<file path="config.mk">
export PLATFORM = sky130hd
export DESIGN_NAME = cdb_arbiter
export DESIGN_NICKNAME = d
export VERILOG_FILES = /design/src/rtl/lc3b_types.sv /design/src/rtl/cdb_arbiter_picker.sv /design/src/rtl/cdb_arbiter.sv
export SDC_FILE = /design/constraint.sdc
export NUM_CORES = 1
export LEC_CHECK = 0
export ABC_AREA = 1
export BUFFER_PORTS_ARGS = -buffer_cell sky130_fd_sc_hd__buf_2
export CORE_MARGIN = 4
export CORE_UTILIZATION = 30
export CTS_CLUSTER_DIAMETER = 40
export DETAILED_ROUTE_END_ITERATION = 8
export PLACE_DENSITY = 0.55
export SKIP_CTS_REPAIR_TIMING = 1
export SYNTH_ARGS = -nofsm -noshare
export SYNTH_HDL_FRONTEND = slang
export SYNTH_SLANG_ARGS = --single-unit
</file>
<file path="constraint.sdc">
create_clock -name clk -period 14.1 [get_ports clk]
set_input_delay 2.82 -clock clk [delete_from_list [all_inputs] [get_ports clk]]
set_output_delay 2.82 -clock clk [all_outputs]
set_load 0.01 [all_outputs]
</file>
<file path="src/rtl/lc3b_types.sv">
// Shared LC-3b out-of-order core types: machine word, ROB tag and the CDB broadcast record.
package lc3b_types;

    typedef logic [15:0] lc3b_word;
    typedef logic [2:0]  lc3b_rob_addr;

    localparam int num_RS_units = 4;
    // ALU reservation-station units plus the multiplier and the divider
    localparam int cdb_num_src  = num_RS_units + 2;

    typedef struct packed {
        logic         valid;
        lc3b_word     data;
        lc3b_rob_addr tag;
    } lc3b_cdb_t;

endpackage

</file>
<file path="src/rtl/cdb_arbiter_picker.sv">
// N-way one-hot picker: first request at or after start, wrapping modulo N.
// Also suitable for reservation-station issue selection.
module rr_priority_picker #(
    parameter int N  = 6,
    parameter int PW = (N > 1) ? $clog2(N) : 1
) (
    input  logic [N-1:0]  req,
    input  logic [PW-1:0] start,
    output logic [N-1:0]  gnt,
    output logic          vld
);

    logic [PW-1:0] idx;

    // Scan offsets from farthest to nearest so the nearest request wins.
    always_comb begin
        gnt = '0;
        vld = |req;
        idx = '0;
        for (int k = N - 1; k >= 0; k--) begin
            idx = PW'((int'(start) + k) % N);
            if (req[idx]) begin
                gnt      = '0;
                gnt[idx] = 1'b1;
            end
        end
    end

endmodule

</file>
<file path="src/rtl/cdb_arbiter.sv">
// CDB transmitter: one holding slot per producing unit, one registered broadcast per cycle.
// Round-robin by default; CDB_ROB_PRIORITY_EN switches to oldest-ROB-tag-first using rob_head.
module cdb_arbiter
    import lc3b_types::*;
#(
    parameter int NUM_SRC = cdb_num_src,
    parameter int TAG_W   = 3
) (
    input  logic                            clk,
    input  logic                            reset_n,
    input  logic                            flush,
    input  logic [NUM_SRC-1:0]              src_valid,
    input  logic [NUM_SRC-1:0][15:0]        src_data,
    input  logic [NUM_SRC-1:0][TAG_W-1:0]   src_tag,
    output logic [NUM_SRC-1:0]              src_ready,
`ifdef CDB_ROB_PRIORITY_EN
    input  logic [TAG_W-1:0]                rob_head,
`endif
    output lc3b_cdb_t                       cdb_out
);

    localparam int PW = $clog2(NUM_SRC);

    logic [NUM_SRC-1:0]            full;
    logic [NUM_SRC-1:0][15:0]      slot_data;
    logic [NUM_SRC-1:0][TAG_W-1:0] slot_tag;
    logic [NUM_SRC-1:0]            pick_gnt;
    logic [NUM_SRC-1:0]            gnt;
    logic [NUM_SRC-1:0]            load;
    logic [PW-1:0]                 g_idx;
    logic                          any_gnt;

`ifdef CDB_ROB_PRIORITY_EN
    logic [TAG_W-1:0] age;
    logic [TAG_W-1:0] best_age;
    logic             found;

    // Smallest distance from the ROB head is the oldest; strict < keeps the lowest index on ties.
    always_comb begin
        pick_gnt = '0;
        age      = '0;
        best_age = '0;
        found    = 1'b0;
        for (int i = 0; i < NUM_SRC; i++) begin
            age = slot_tag[i] - rob_head;
            if (full[i] && (!found || age < best_age)) begin
                found    = 1'b1;
                best_age = age;
                pick_gnt = '0;
                pick_gnt[i] = 1'b1;
            end
        end
    end
`else
    logic [PW-1:0] rr_ptr;
    logic          pick_vld;

    rr_priority_picker #(.N(NUM_SRC)) u_pick (
        .req   (full),
        .start (rr_ptr),
        .gnt   (pick_gnt),
        .vld   (pick_vld)
    );

    always_ff @(posedge clk) begin
        if (!reset_n)
            rr_ptr <= '0;
        else if (any_gnt && pick_vld)
            rr_ptr <= (g_idx == PW'(NUM_SRC - 1)) ? '0 : g_idx + 1'b1;
    end
`endif

    assign gnt       = flush ? '0 : pick_gnt;
    assign any_gnt   = |gnt;
    assign src_ready = (reset_n && !flush) ? (~full | gnt) : '0;
    assign load      = src_valid & src_ready;

    always_comb begin
        g_idx = '0;
        for (int i = 0; i < NUM_SRC; i++)
            if (gnt[i]) g_idx = PW'(i);
    end

    // A slot granted and reloaded in the same cycle stays full with the new result.
    always_ff @(posedge clk) begin
        if (!reset_n) begin
            full    <= '0;
            cdb_out <= '0;
        end else if (flush) begin
            full          <= '0;
            cdb_out.valid <= 1'b0;
        end else begin
            full <= (full & ~gnt) | load;
            if (any_gnt)
                cdb_out <= '{1'b1, lc3b_word'(slot_data[g_idx]), lc3b_rob_addr'(slot_tag[g_idx])};
            else
                cdb_out.valid <= 1'b0;
        end
    end

    always_ff @(posedge clk) begin
        for (int i = 0; i < NUM_SRC; i++) begin
            if (load[i]) begin
                slot_data[i] <= src_data[i];
                slot_tag[i]  <= src_tag[i];
            end
        end
    end

endmodule

</file>
Word level (Yosys, flattened, before mapping)
Cells that the tools add are included.

Add/sub/neg operators: 6. Divide/modulo/power cells: 6. Order comparisons: 13. Eq/ne operators: 1. Muxes and demuxes: 43. Bitwise logic cells: 8. Reduce and logical (&&, ||, !) cells: 13.

Operators by type and width (count): remainder unit 32 x 4 -> 32 bit, second input constant (5); binary-select mux 16 bit (select 3 bit) (1); two-way mux 6 bit (8); remainder unit 4 x 4 -> 32 bit, second input constant (1); less-than comparator 3 x 4 -> 1 bit, second input constant (7); binary-select mux 1 bit (select 3 bit) (6); demux 1 bit (select 3 bit) (6); >= comparator 3 x 1 -> 1 bit, second input constant (6); two-way mux 3 bit (6); two-way mux 16 bit (1); two-way mux 1 bit (14); AND 6 bit (2); inverter 6 bit (2); OR 6 bit (2); OR reduction 6 bit (2); binary-select mux 3 bit (select 3 bit) (1); adder 3 x 2 -> 4 bit, second input constant (2); adder 3 x 3 -> 4 bit, second input constant (2); logical AND 1 bit (8); adder 3 x 1 -> 4 bit, second input constant (1); adder 3 x 1 -> 3 bit, second input constant (1); equality test 3 bit, second input constant (1); inverter 1 bit (2); AND reduction 2 bit (1); 2 further kinds (2).

Register bits after elaboration: 143. Input bits: 123. Output and inout bits: 26. Word-level logic and storage cells: 107.

Depth between registers and ports, before layout
Gate-level depths: netlist of the first run.

Word-level depth: 20. Gate-level depth with buffers: 33. Gate-level depth less buffers: 29.

Modules after synthesis
Synthesis of the first run repeated with hierarchy kept, for this count alone.

Cells, all modules: 862. Area, all modules: 7382.1 sq um.

By module, submodules not included: cdb_arbiter (instances 1, cells an instance 548, area an instance 5823.1 sq um, sequential area each 4003.8 sq um); rr_priority_picker (instances 1, cells an instance 314, area an instance 1559.0 sq um, sequential area each 0.0 sq um).

Worst setup path before layout of the first run
OpenSTA, ideal clock, no wires.

Path type: in2out. Start point: input port flush. End point: output port src_ready[3]. Arrival time: 3.656 ns. Required time: 11.280 ns. Path slack: 7.624 ns. Stages on the path: 7. Buffers on the path: 2. Path through: a21oi_1 > nand2_4 > buf_6 > buf_6 > nand2_1 > inv_1 > nor2_1.

Word-level cells in the longest chain between the ends: 3. Elaborated cells between the ends (all ways): 5. Classes of those cells: mux: 2; bitwise: 1; reduce/logical: 2.

RTL lines: start: declaration (RTL line cdb_arbiter.sv:11) `input logic flush,`; two-way mux 6 bit or logical NOT 1 bit (tied branches) (RTL line cdb_arbiter.sv:73, cdb_arbiter.sv:75); OR 6 bit or logical AND 1 bit (tied branches) (RTL line cdb_arbiter.sv:75) `assign src_ready = (reset_n && !flush) ? (~full | gnt) : '0;`; two-way mux 6 bit (*) (RTL line cdb_arbiter.sv:75); end: declaration (RTL line cdb_arbiter.sv:15) `output logic [NUM_SRC-1:0] src_ready,`.

Every way passes the cells marked *; elsewhere a longest branch is shown, timed or not.

Final worst setup path of the first run
Start point: register rr_ptr[0]. End point: output port src_ready[1].

Word-level cells in the longest chain between the ends: 15. Elaborated cells between the ends (all ways): 62. Classes of those cells: add/sub: 5; div: 6; order compare: 12; mux: 32; bitwise: 1; reduce/logical: 6.

RTL lines: start: declaration (RTL line cdb_arbiter.sv:55) `logic [PW-1:0] rr_ptr;`; start signal: assignment (RTL line cdb_arbiter.sv:69) `rr_ptr <= (g_idx == PW'(NUM_SRC - 1)) ? '0 : g_idx + 1'b1;`; adder 3 x 3 -> 4 bit (RTL line cdb_arbiter_picker.sv:21) `idx = PW'((int'(start) + k) % N);`; remainder unit 32 x 4 -> 32 bit (RTL line cdb_arbiter_picker.sv:21); less-than comparator 3 x 4 -> 1 bit (not written as such) or >= comparator 3 x 1 -> 1 bit (tied branches) (RTL line cdb_arbiter_picker.sv:24) `gnt[idx] = 1'b1;`; logical AND 1 bit (not written as such) (RTL line cdb_arbiter_picker.sv:24); two-way mux 1 bit (not written as such) (RTL line cdb_arbiter_picker.sv:24); demux 1 bit (select 3 bit); two-way mux 6 bit (5 in a row) (RTL line cdb_arbiter_picker.sv:22) `if (req[idx]) begin`; two-way mux 6 bit (*) (RTL line cdb_arbiter_picker.sv:22); two-way mux 6 bit (*) (RTL line cdb_arbiter.sv:73) `assign gnt = flush ? '0 : pick_gnt;`; OR 6 bit (*) (RTL line cdb_arbiter.sv:75); two-way mux 6 bit (*) (RTL line cdb_arbiter.sv:75).

Every way passes the cells marked *; elsewhere a longest branch is shown, timed or not. The select of a mux whose other input is x is not followed.

==> impl_metrics.toml, run 1 <==
[hold_path]
hold_path_class = "flip-flop to flip-flop"
whs_path_depth = 2

[place]
place_inst = 1287
hpwl_um = 14800
portBuffers = 148
place.gp.congestion = 0.820

[worst_setup_path]
cp_max_fo = 41
cp-end-kind = "primary output"
r2r_cells = 28
worst_setup_path_start_kind = "flip-flop"
required_ns = 11.28
worstSetupPathType = "flip-flop to primary output"
cp.arrival_ns = 4.63

[yosys]
synth_edf_count = 114
synth_top_cell_area_share_pct = 46.3
yosysTopAreaCell = "edfxtp_1"
synthArstFlopShare_pct = 0
syn_area_mm2 = 0.00739
synth.area.top_cells = "edfxtp_1 46%, nand2_1 13%, dfxtp_1 7.9%"
avgSynthCellArea_um2 = 8.72
syn_nets = 985
postSynthCellCount = 848
synth_top_flop_cell = "edfxtp_1"
synth_warnings = 0
seq_area_frac_synth_pct = 54.1
ys_ff_latch = 143
ys_types = 33

[clocking]
clock_sinks = 143
clk_latency_ns = 0.43
clkTransAtPathRegs_ns = 0.07
cts_tree = "done"
cts.htree.levels = 4
max-clock-path-buffers = 2
numCtsBuffers = 17
cts_root_buf = "clkbuf_16"

[run_status]
status = "finished clean"

[route]
post_drt_wl_per_cell_um = 16.5
antenna_left = 0
routed_wl_um = 21700
first_iter_violations = 437
first_pass_iters = 5
via_per_inst = 4.70
via_count = 6204
drc = 0

[global_route]
grt_pass1_wl_um = 33200
grt_pass1_vias = 5975
track_usage_pct = 16.1
grt_overflow = 0
antenna_found_initial = 0
grt_max_degree = 63

[floorplanning]
die_height_um = 165
die_w_um = 165
die-area_mm2 = 0.0272
num_rows = 57
initial_utilization_pct = 30.4
core_area_mm2 = 0.0243
num_io_pins = 149

[layout]
stdcell_count = 1319
area_delta_synth_final_pct = 21.6
insertedDiodeCount = 0
final_util_pct = 37.0
layout.nets = 1119
drive_above_1_share_pct = 23.2

[timing]
min_period_over_period_pct = 52.8
setup_viol = 0
fin_crit_ns = 7.45
maxSlewViolCount = 0
rsz0062_at_grt = "false"
tightest_slew_ns = 1.01
hold_viol = 0
slew_headroom_pct = 32.6
fmax_ghz = 0.134
fin_hold_ws_ns = 0.464
finalClockSkew_ns = 0.0147
timing.setup.tns_ns = 0

[job]
maxCapViolations = 0
[cells in the final DEF, fill, tap and decap left out, types with 2 or more instances in the layout]
master / count
nand2_1: 255
buf_2: 148
edfxtp_1: 114
inv_1: 94
nand3_1: 82
a21oi_1: 55
nand4_1: 47
dfxtp_1: 29
o21ai_0: 28
nor2_1: 26
nand2_2: 17
clkbuf_16: 17
ha_1: 14
o21ai_1: 11
inv_2: 9
buf_4: 8
nor3_1: 4
inv_8: 4
nand2_4: 3
nor3_2: 3
nor3b_2: 3
inv_6: 3
xor2_1: 2
clkinv_4: 2
clkinv_8: 2
clkinvlp_4: 2
bufinv_16: 2
[registers in the layout, summed over array words and instances (netlist names)]
signal,flops
cdb_out,20
full,6
rr_ptr,3
slot_data,96
slot_tag,18
[Yosys cell counts, types with 2 or more instances]
| master | count |
|---|---|
| edfxtp_1 | 114 |
| inv_1 | 94 |
| buf_6 | 7 |
| nand3_1 | 82 |
| nor3b_1 | 3 |
| nor2_1 | 26 |
| o21ai_0 | 28 |
| buf_4 | 11 |
| nand4_1 | 47 |
| nand2_1 | 255 |
| buf_2 | 11 |
| nor3_1 | 7 |
| xor2_1 | 2 |
| o21ai_1 | 11 |
| nand2_2 | 17 |
| clkbuf_1 | 11 |
| ha_1 | 14 |
| a21oi_1 | 55 |
| inv_2 | 9 |
| dfxtp_1 | 29 |
| nand2_4 | 3 |
[worst paths after layout]
path | start | endpoint | slack, ns
setup / recovery | rr_ptr[0] | src_ready[1] | 6.65
hold / removal | cdb_out[5] | cdb_out[5] | 0.46
setup reg to reg | rr_ptr[0] | cdb_out[10] | 8.52
hold reg to reg | cdb_out[5] | cdb_out[5] | 0.46
[metal layers]
layer,wire [µm],track usage [%],part of all wire (%),vias to the layer above
li1,-,-,-,3105
met1,9630,22.0,44,2875
met2,10300,25.9,48,200
met3,1360,2.99,6.3,24
met4,400,4.99,1.8,0
met5,0,0,0,-
[worst max-delay path, cell delays in order, from the launching register on]
cell,delay (ns)
dfxtp_1,0.31
buf_4,0.35
inv_1,0.35
ha_1,0.34
inv_1,0.09
nand2_1,0.06
nand2_1,0.13
ha_1,0.25
nor2_1,0.10
nand3_1,0.08
nand2_2,0.09
nand2_2,0.08
o21ai_1,0.24
nand2_1,0.17
nand3_1,0.11
nand2_1,0.05
inv_1,0.05
nand2_1,0.06
nand2_1,0.06
nand2_1,0.06
nand2_2,0.62
nand2_1,0.18
inv_1,0.14
nor2_1,0.05
buf_2,0.17
[kinds of logic (layout without fill, tap and decap cells)]
family	count (synthesis)	after routing	share of synthesized area (%)
AOI/OAI and AO/OA	98	98	6.94
xor gates and xnor gates	2	2	0.237
adders and majority gates	14	14	2.37
buffers and inverters	145	292	8.87
DFF	143	143	54.1
and+or+nand+nor	446	446	27.4
[area by class of cell]
cell class | count | area [µm²]
repair buffers | 156 | 801
clock buffers | 17 | 425
flip-flops and latches | 143 | 4000
well taps | 324 | 405
multi-input cells | 560 | 2770
fillers | 2507 | 15300
inverters | 104 | 393
clock inverters | 15 | 196
[metrics by stage]
stage,setup WS [ns],area (µm²)
CTS,6.63,8990
global placement,7.04,8370
detailed placement,7.03,8370
finish,6.65,8990
floorplan,7.62,7390
global route,6.12,8990
Power of run 1 is not shown: default switching activity piles up to over one toggle a cycle in this logic, so the estimate is an artifact.
==> run 2, diff against run 1 <==
- PLACE_DENSITY: 0.55 -> 0.57
- clock period: 14.1 -> 6.2 ns (I/O delays scaled with it)
==> impl_metrics.toml, run 2 (same netlist as run 1, synthesis figures left out) <==
[timing]
tightest_slew_ns = 0.928
slew_headroom_pct = 38.0
timing.setup.tns_ns = 0
hold_viol = 0
fin_crit_ns = 5.67
fin_hold_ws_ns = 0.462
rsz0062_at_grt = "false"
min_period_over_period_pct = 91.5
setup_viol = 0
maxSlewViolCount = 0
fin_ws_ns = 0.527
finalClockSkew_ns = 0.0149
fmax_ghz = 0.176

[worst_setup_path]
required_ns = 4.96
cp_max_fo = 38
worstSetupPathType = "flip-flop to primary output"
max_stage_delay_ns = 0.59
crit_path_top_delay_cell = "dfxtp_1"
crit_chain = "inv_1, ha_1, a21oi_2, inv_1, ha_1, nor2_1, nand3_1, nand2_2, nand2_2, o21ai_1, nand2_1, nand2_2, nand3_1, nand2_1, nand2_1, nand2_1, nand2_2, a21oi_1, buf_2"
r2r_cells = 25
worst_setup_path_start_kind = "flip-flop"
cp.arrival_ns = 4.43
cp-end-kind = "primary output"

[layout]
largest_reg_flops = 96
layout.nets = 1120
largest-register = "slot_data"
fin_area_mm2 = 0.00892
final_common_cell = "nand2_1"
drive_above_1_share_pct = 23.0
final_cell_mix = "255 x nand2_1, 148 x buf_2, 114 x edfxtp_1, 94 x inv_1, 82 x nand3_1"
area_delta_synth_final_pct = 20.7
stdcell_count = 1319
insertedDiodeCount = 0
top_regs = "slot_data x96, cdb_out x20, slot_tag x18"

[floorplanning]
die_w_um = 165
num_io_pins = 149
die_height_um = 165
core_area_mm2 = 0.0243
die-area_mm2 = 0.0272
initial_utilization_pct = 30.4
num_rows = 57

[clocking]
clock_sinks = 143
numCtsBuffers = 17
cts_root_buf = "clkbuf_16"
cts.htree.levels = 4
cts_tree = "done"
clkTransAtPathRegs_ns = 0.07
clk_latency_ns = 0.43
max-clock-path-buffers = 2

[job]
maxCapViolations = 0

[pwr]
power_density_mw_per_mm2 = 645
p_leak_uw = 0.00408
vdd_drop_max_mv = 0.436

[place]
place_inst = 1288
place.gp.congestion = 0.903
portBuffers = 148
postPlaceCellArea_mm2 = 0.00838
place_ws_ns = 0.928
hpwl_um = 16000

[route]
first_pass_iters = 6
post_drt_wl_per_cell_um = 16.7
routed_wl_um = 22000
antenna_left = 0
first_iter_violations = 563
via_per_inst = 4.78
drc = 0
via_count = 6307

[global_route]
grt_pass1_wl_um = 33700
grt_overflow = 0
antenna_found_initial = 0
track_usage_pct = 16.5
grt_max_degree = 63
grt_pass1_vias = 6125

[hold_path]
hold_path_class = "flip-flop to flip-flop"
whs_path_depth = 2

[run_status]
status = "finished clean"
-- run 2: changes by cell type in the layout (fill, tap and decap cells not counted), sizes merged --
cell and delta:
clkinvlp -1, clkbuf +4, buf +1, bufinv -1, clkinv +3, inv -6
-- run 2: final timing paths --
kind | slack [ns] | end | startpoint
min reg2reg | 0.46 | cdb_out[10] | cdb_out[10]
min | 0.46 | cdb_out[10] | cdb_out[10]
max | 0.53 | src_ready[5] | rr_ptr[1]
max reg2reg | 0.91 | cdb_out[0] | rr_ptr[1]
-- run 2: where the power goes --
part / internal, µW / switching [µW] / total (µW)
combinational: 1050 / 2530 / 3570
sequential: 1140 / 63.3 / 1210
clock: 569 / 406 / 975
-- run 2: per-stage QoR --
stage / power [µW] / util, %
2_1_floorplan: 4010 / -
3_3_place_gp: 4780 / 34.4
3_5_place_dp: 4800 / 34.4
4_1_cts: 5790 / 36.7
5_1_grt: 6300 / 36.7
6_report: 5760 / 36.7
-- run 2: cell type report --
class	count	area, µm²
clock inverters	10	88.8
repair buffers	157	808
well taps	324	405
flip-flops and latches	143	4000
fillers	2520	15400
inverters	104	393
multi-input cells	560	2770
clock buffers	21	460
-- run 2: critical path, delay by kind of cell, from the launching register on --
kind            cells  cell delay [ns]
fa+ha+maj           2             0.62
buf+inv             3             0.55
flops               1             0.59
simple gates       11             1.35
compound gates      3             0.86
-- run 2: layer usage --
metal / GRT usage [%] / routed length, µm
met1: 23.0 / 9990
met2: 25.0 / 9960
met3: 3.89 / 1640
met4: 5.63 / 420
met5: 0 / 0
No activity file was read; power rests on OpenSTA's default activity.
==> run 3, diff against run 2 <==
- ABC_AREA: 1 -> not set
==> impl_metrics.toml, run 3 <==
[run_status]
status = "finished clean"

[yosys]
synth_warnings = 0
syn_nets = 787
netlist_top_cells_count = "114 x edfxtp_1, 41 x and3_1, 40 x nand2_1, 29 x a21oi_1, 29 x dfxtp_1"
synth_top_cell_area_share_pct = 46.5
avgSynthCellArea_um2 = 11.3
yosysMostFrequentCell = "edfxtp_1"
syn_area_mm2 = 0.00736
postSynthCellCount = 650
yosysTopAreaCell = "edfxtp_1"
ys_ff_latch = 143
seq_area_frac_synth_pct = 54.4
ys_types = 81
synthArstFlopShare_pct = 0
synth_top_flop_cell = "edfxtp_1"
synth_edf_count = 114
synth.area.top_cells = "edfxtp_1 47%, dfxtp_1 7.9%, and3_1 3.5%"

[place]
place.gp.congestion = 0.930
place_ws_ns = 0.731
place_inst = 1098
hpwl_um = 16900
portBuffers = 148

[clocking]
clk_latency_ns = 0.42
cts_root_buf = "clkbuf_16"
max-clock-path-buffers = 2
cts_tree = "done"
clkTransAtPathRegs_ns = 0.06
cts.htree.levels = 4
numCtsBuffers = 17
clock_sinks = 143

[timing]
min_period_over_period_pct = 93.2
timing.setup.tns_ns = 0
finalClockSkew_ns = 0.00841
tightest_slew_ns = 0.972
rsz0062_at_grt = "false"
fin_ws_ns = 0.422
maxSlewViolCount = 0
fin_crit_ns = 5.78
setup_viol = 0
hold_viol = 0
slew_headroom_pct = 35.1
fmax_ghz = 0.173

[route]
via_count = 6003
first_iter_violations = 398
antenna_left = 0
via_per_inst = 5.31
first_pass_iters = 5
routed_wl_um = 23500
drc = 0
post_drt_wl_per_cell_um = 20.8

[global_route]
grt_max_degree = 42
track_usage_pct = 17.3
grt_pass1_vias = 5968
grt_pass1_wl_um = 35300
antenna_found_initial = 0
grt_overflow = 0

[worst_setup_path]
reg2reg_from = "rr_ptr[1]"
worst_setup_path_start_kind = "flip-flop"
required_ns = 4.96
max_stage_delay_ns = 0.60
rr_endpoint = "cdb_out[15]"
r2r_cells = 15
r2r_slack_ns = 0.88
startpoint = "rr_ptr[1]"
cp_max_fo = 12
cp.arrival_ns = 4.54
crit_chain = "inv_1, ha_1, a21oi_2, inv_1, ha_1, nor2b_1, nand3_1, a31oi_4, a32oi_4, or4_4, a21oi_1, o211a_2, nor2b_1, nor2_1, buf_2"
worstSetupPathType = "flip-flop to primary output"
cp-end-kind = "primary output"
crit_path_top_delay_cell = "or4_4"

[job]
maxCapViolations = 0

[floorplanning]
die_w_um = 165
die-area_mm2 = 0.0271
core_area_mm2 = 0.0242
die_height_um = 165
num_rows = 57
num_io_pins = 149
initial_utilization_pct = 30.3

[layout]
stdcell_count = 1130
top_regs = "slot_data x96, cdb_out x20, slot_tag x18"
final_cell_mix = "148 x buf_2, 114 x edfxtp_1, 41 x and3_1, 40 x nand2_1"
area_delta_synth_final_pct = 23.1
final_common_cell = "buf_2"
layout.nets = 930
drive_above_1_share_pct = 29.2
largest_reg_flops = 96
largest-register = "slot_data"
insertedDiodeCount = 0

[pwr]
total_power_uw = 4410
vdd_drop_max_mv = 0.350
power_density_mw_per_mm2 = 487
p_leak_uw = 0.00351

[hold_path]
hold_path_class = "flip-flop to flip-flop"
hold_end = "cdb_out[14]"
worstHoldStart = "cdb_out[14]"
whs_path_depth = 2
run 3: changes by cell type in the layout (fill, tap and decap cells not counted), sizes merged, moves of 15 or more:
cell,previous run,this run
a2111oi,0,39
a21oi,56,31
a2bb2o,0,19
and2,0,16
and3,0,41
buf,157,172
inv,105,21
nand2,275,41
nand3,84,28
nand4,47,1
nor3,7,28
run 3: cell type report:
cell class | instances | area (µm²)
Multi-Input combinational cell | 443 | 3100
Tap cell | 324 | 405
Clock buffer | 19 | 433
Timing Repair Buffer | 172 | 921
Clock inverter | 13 | 130
Sequential cell | 143 | 4010
Inverter | 16 | 60.1
Fill cell | 2444 | 15200
run 3: report_power, final:
group | switching [µW] | leakage [µW] | internal (µW) | total [µW]
Clock | 427 | 0.000273 | 562 | 989
Sequential | 48.6 | 0.00128 | 1130 | 1180
Combinational | 1410 | 0.00195 | 836 | 2250
Total | 1880 | 0.00351 | 2530 | 4410
run 3: worst max-delay path, delay by kind of cell, from the launching register on:
family	cells	cell delay [ns]
compound gates	5	1.26
buf+inv	3	0.48
flops	1	0.46
fa+ha+maj	2	0.71
simple gates	5	1.22
run 3: cells by family (layout without fill, tap and decap cells):
group | Yosys count | count (layout) | synth area share (%)
simple gates | 212 | 212 | 15.1
flops | 143 | 143 | 54.4
buf+inv | 64 | 220 | 4.01
compound gates | 199 | 199 | 21.3
xor+xnor | 5 | 5 | 0.952
mux | 13 | 13 | 1.90
fa+ha+maj | 14 | 14 | 2.38
run 3: worst max-delay path by stage:
| stage | slack, ns | end |
|---|---|---|
| after global placement | 0.92 | src_ready[2] |
| after global routing | 0.09 | src_ready[2] |
| final | 0.42 | src_ready[2] |
| after detailed placement | 0.73 | src_ready[2] |
| after CTS | 0.26 | src_ready[2] |
| after floorplan | 0.80 | src_ready[3] |
run 3: layer usage:
layer | part of all wire, % | vias to the layer above | track usage (%)
met1 | 46 | 2918 | 24.1
met3 | 5.2 | 37 | 3.57
met2 | 47 | 205 | 27.2
met5 | 0 | - | 0
li1 | - | 2843 | -
met4 | 2.5 | 0 | 5.44
run 3: stage by stage:
step | area [µm²] | utilization, % | hold slack [ns]
floorplan | 7360 | - | 0.523
global placement | 8490 | 35.0 | 0.584
detailed placement | 8490 | 35.0 | 0.602
CTS | 9050 | 37.3 | 0.617
global route | 9050 | 37.3 | 0.643
finish | 9050 | 37.3 | 0.615
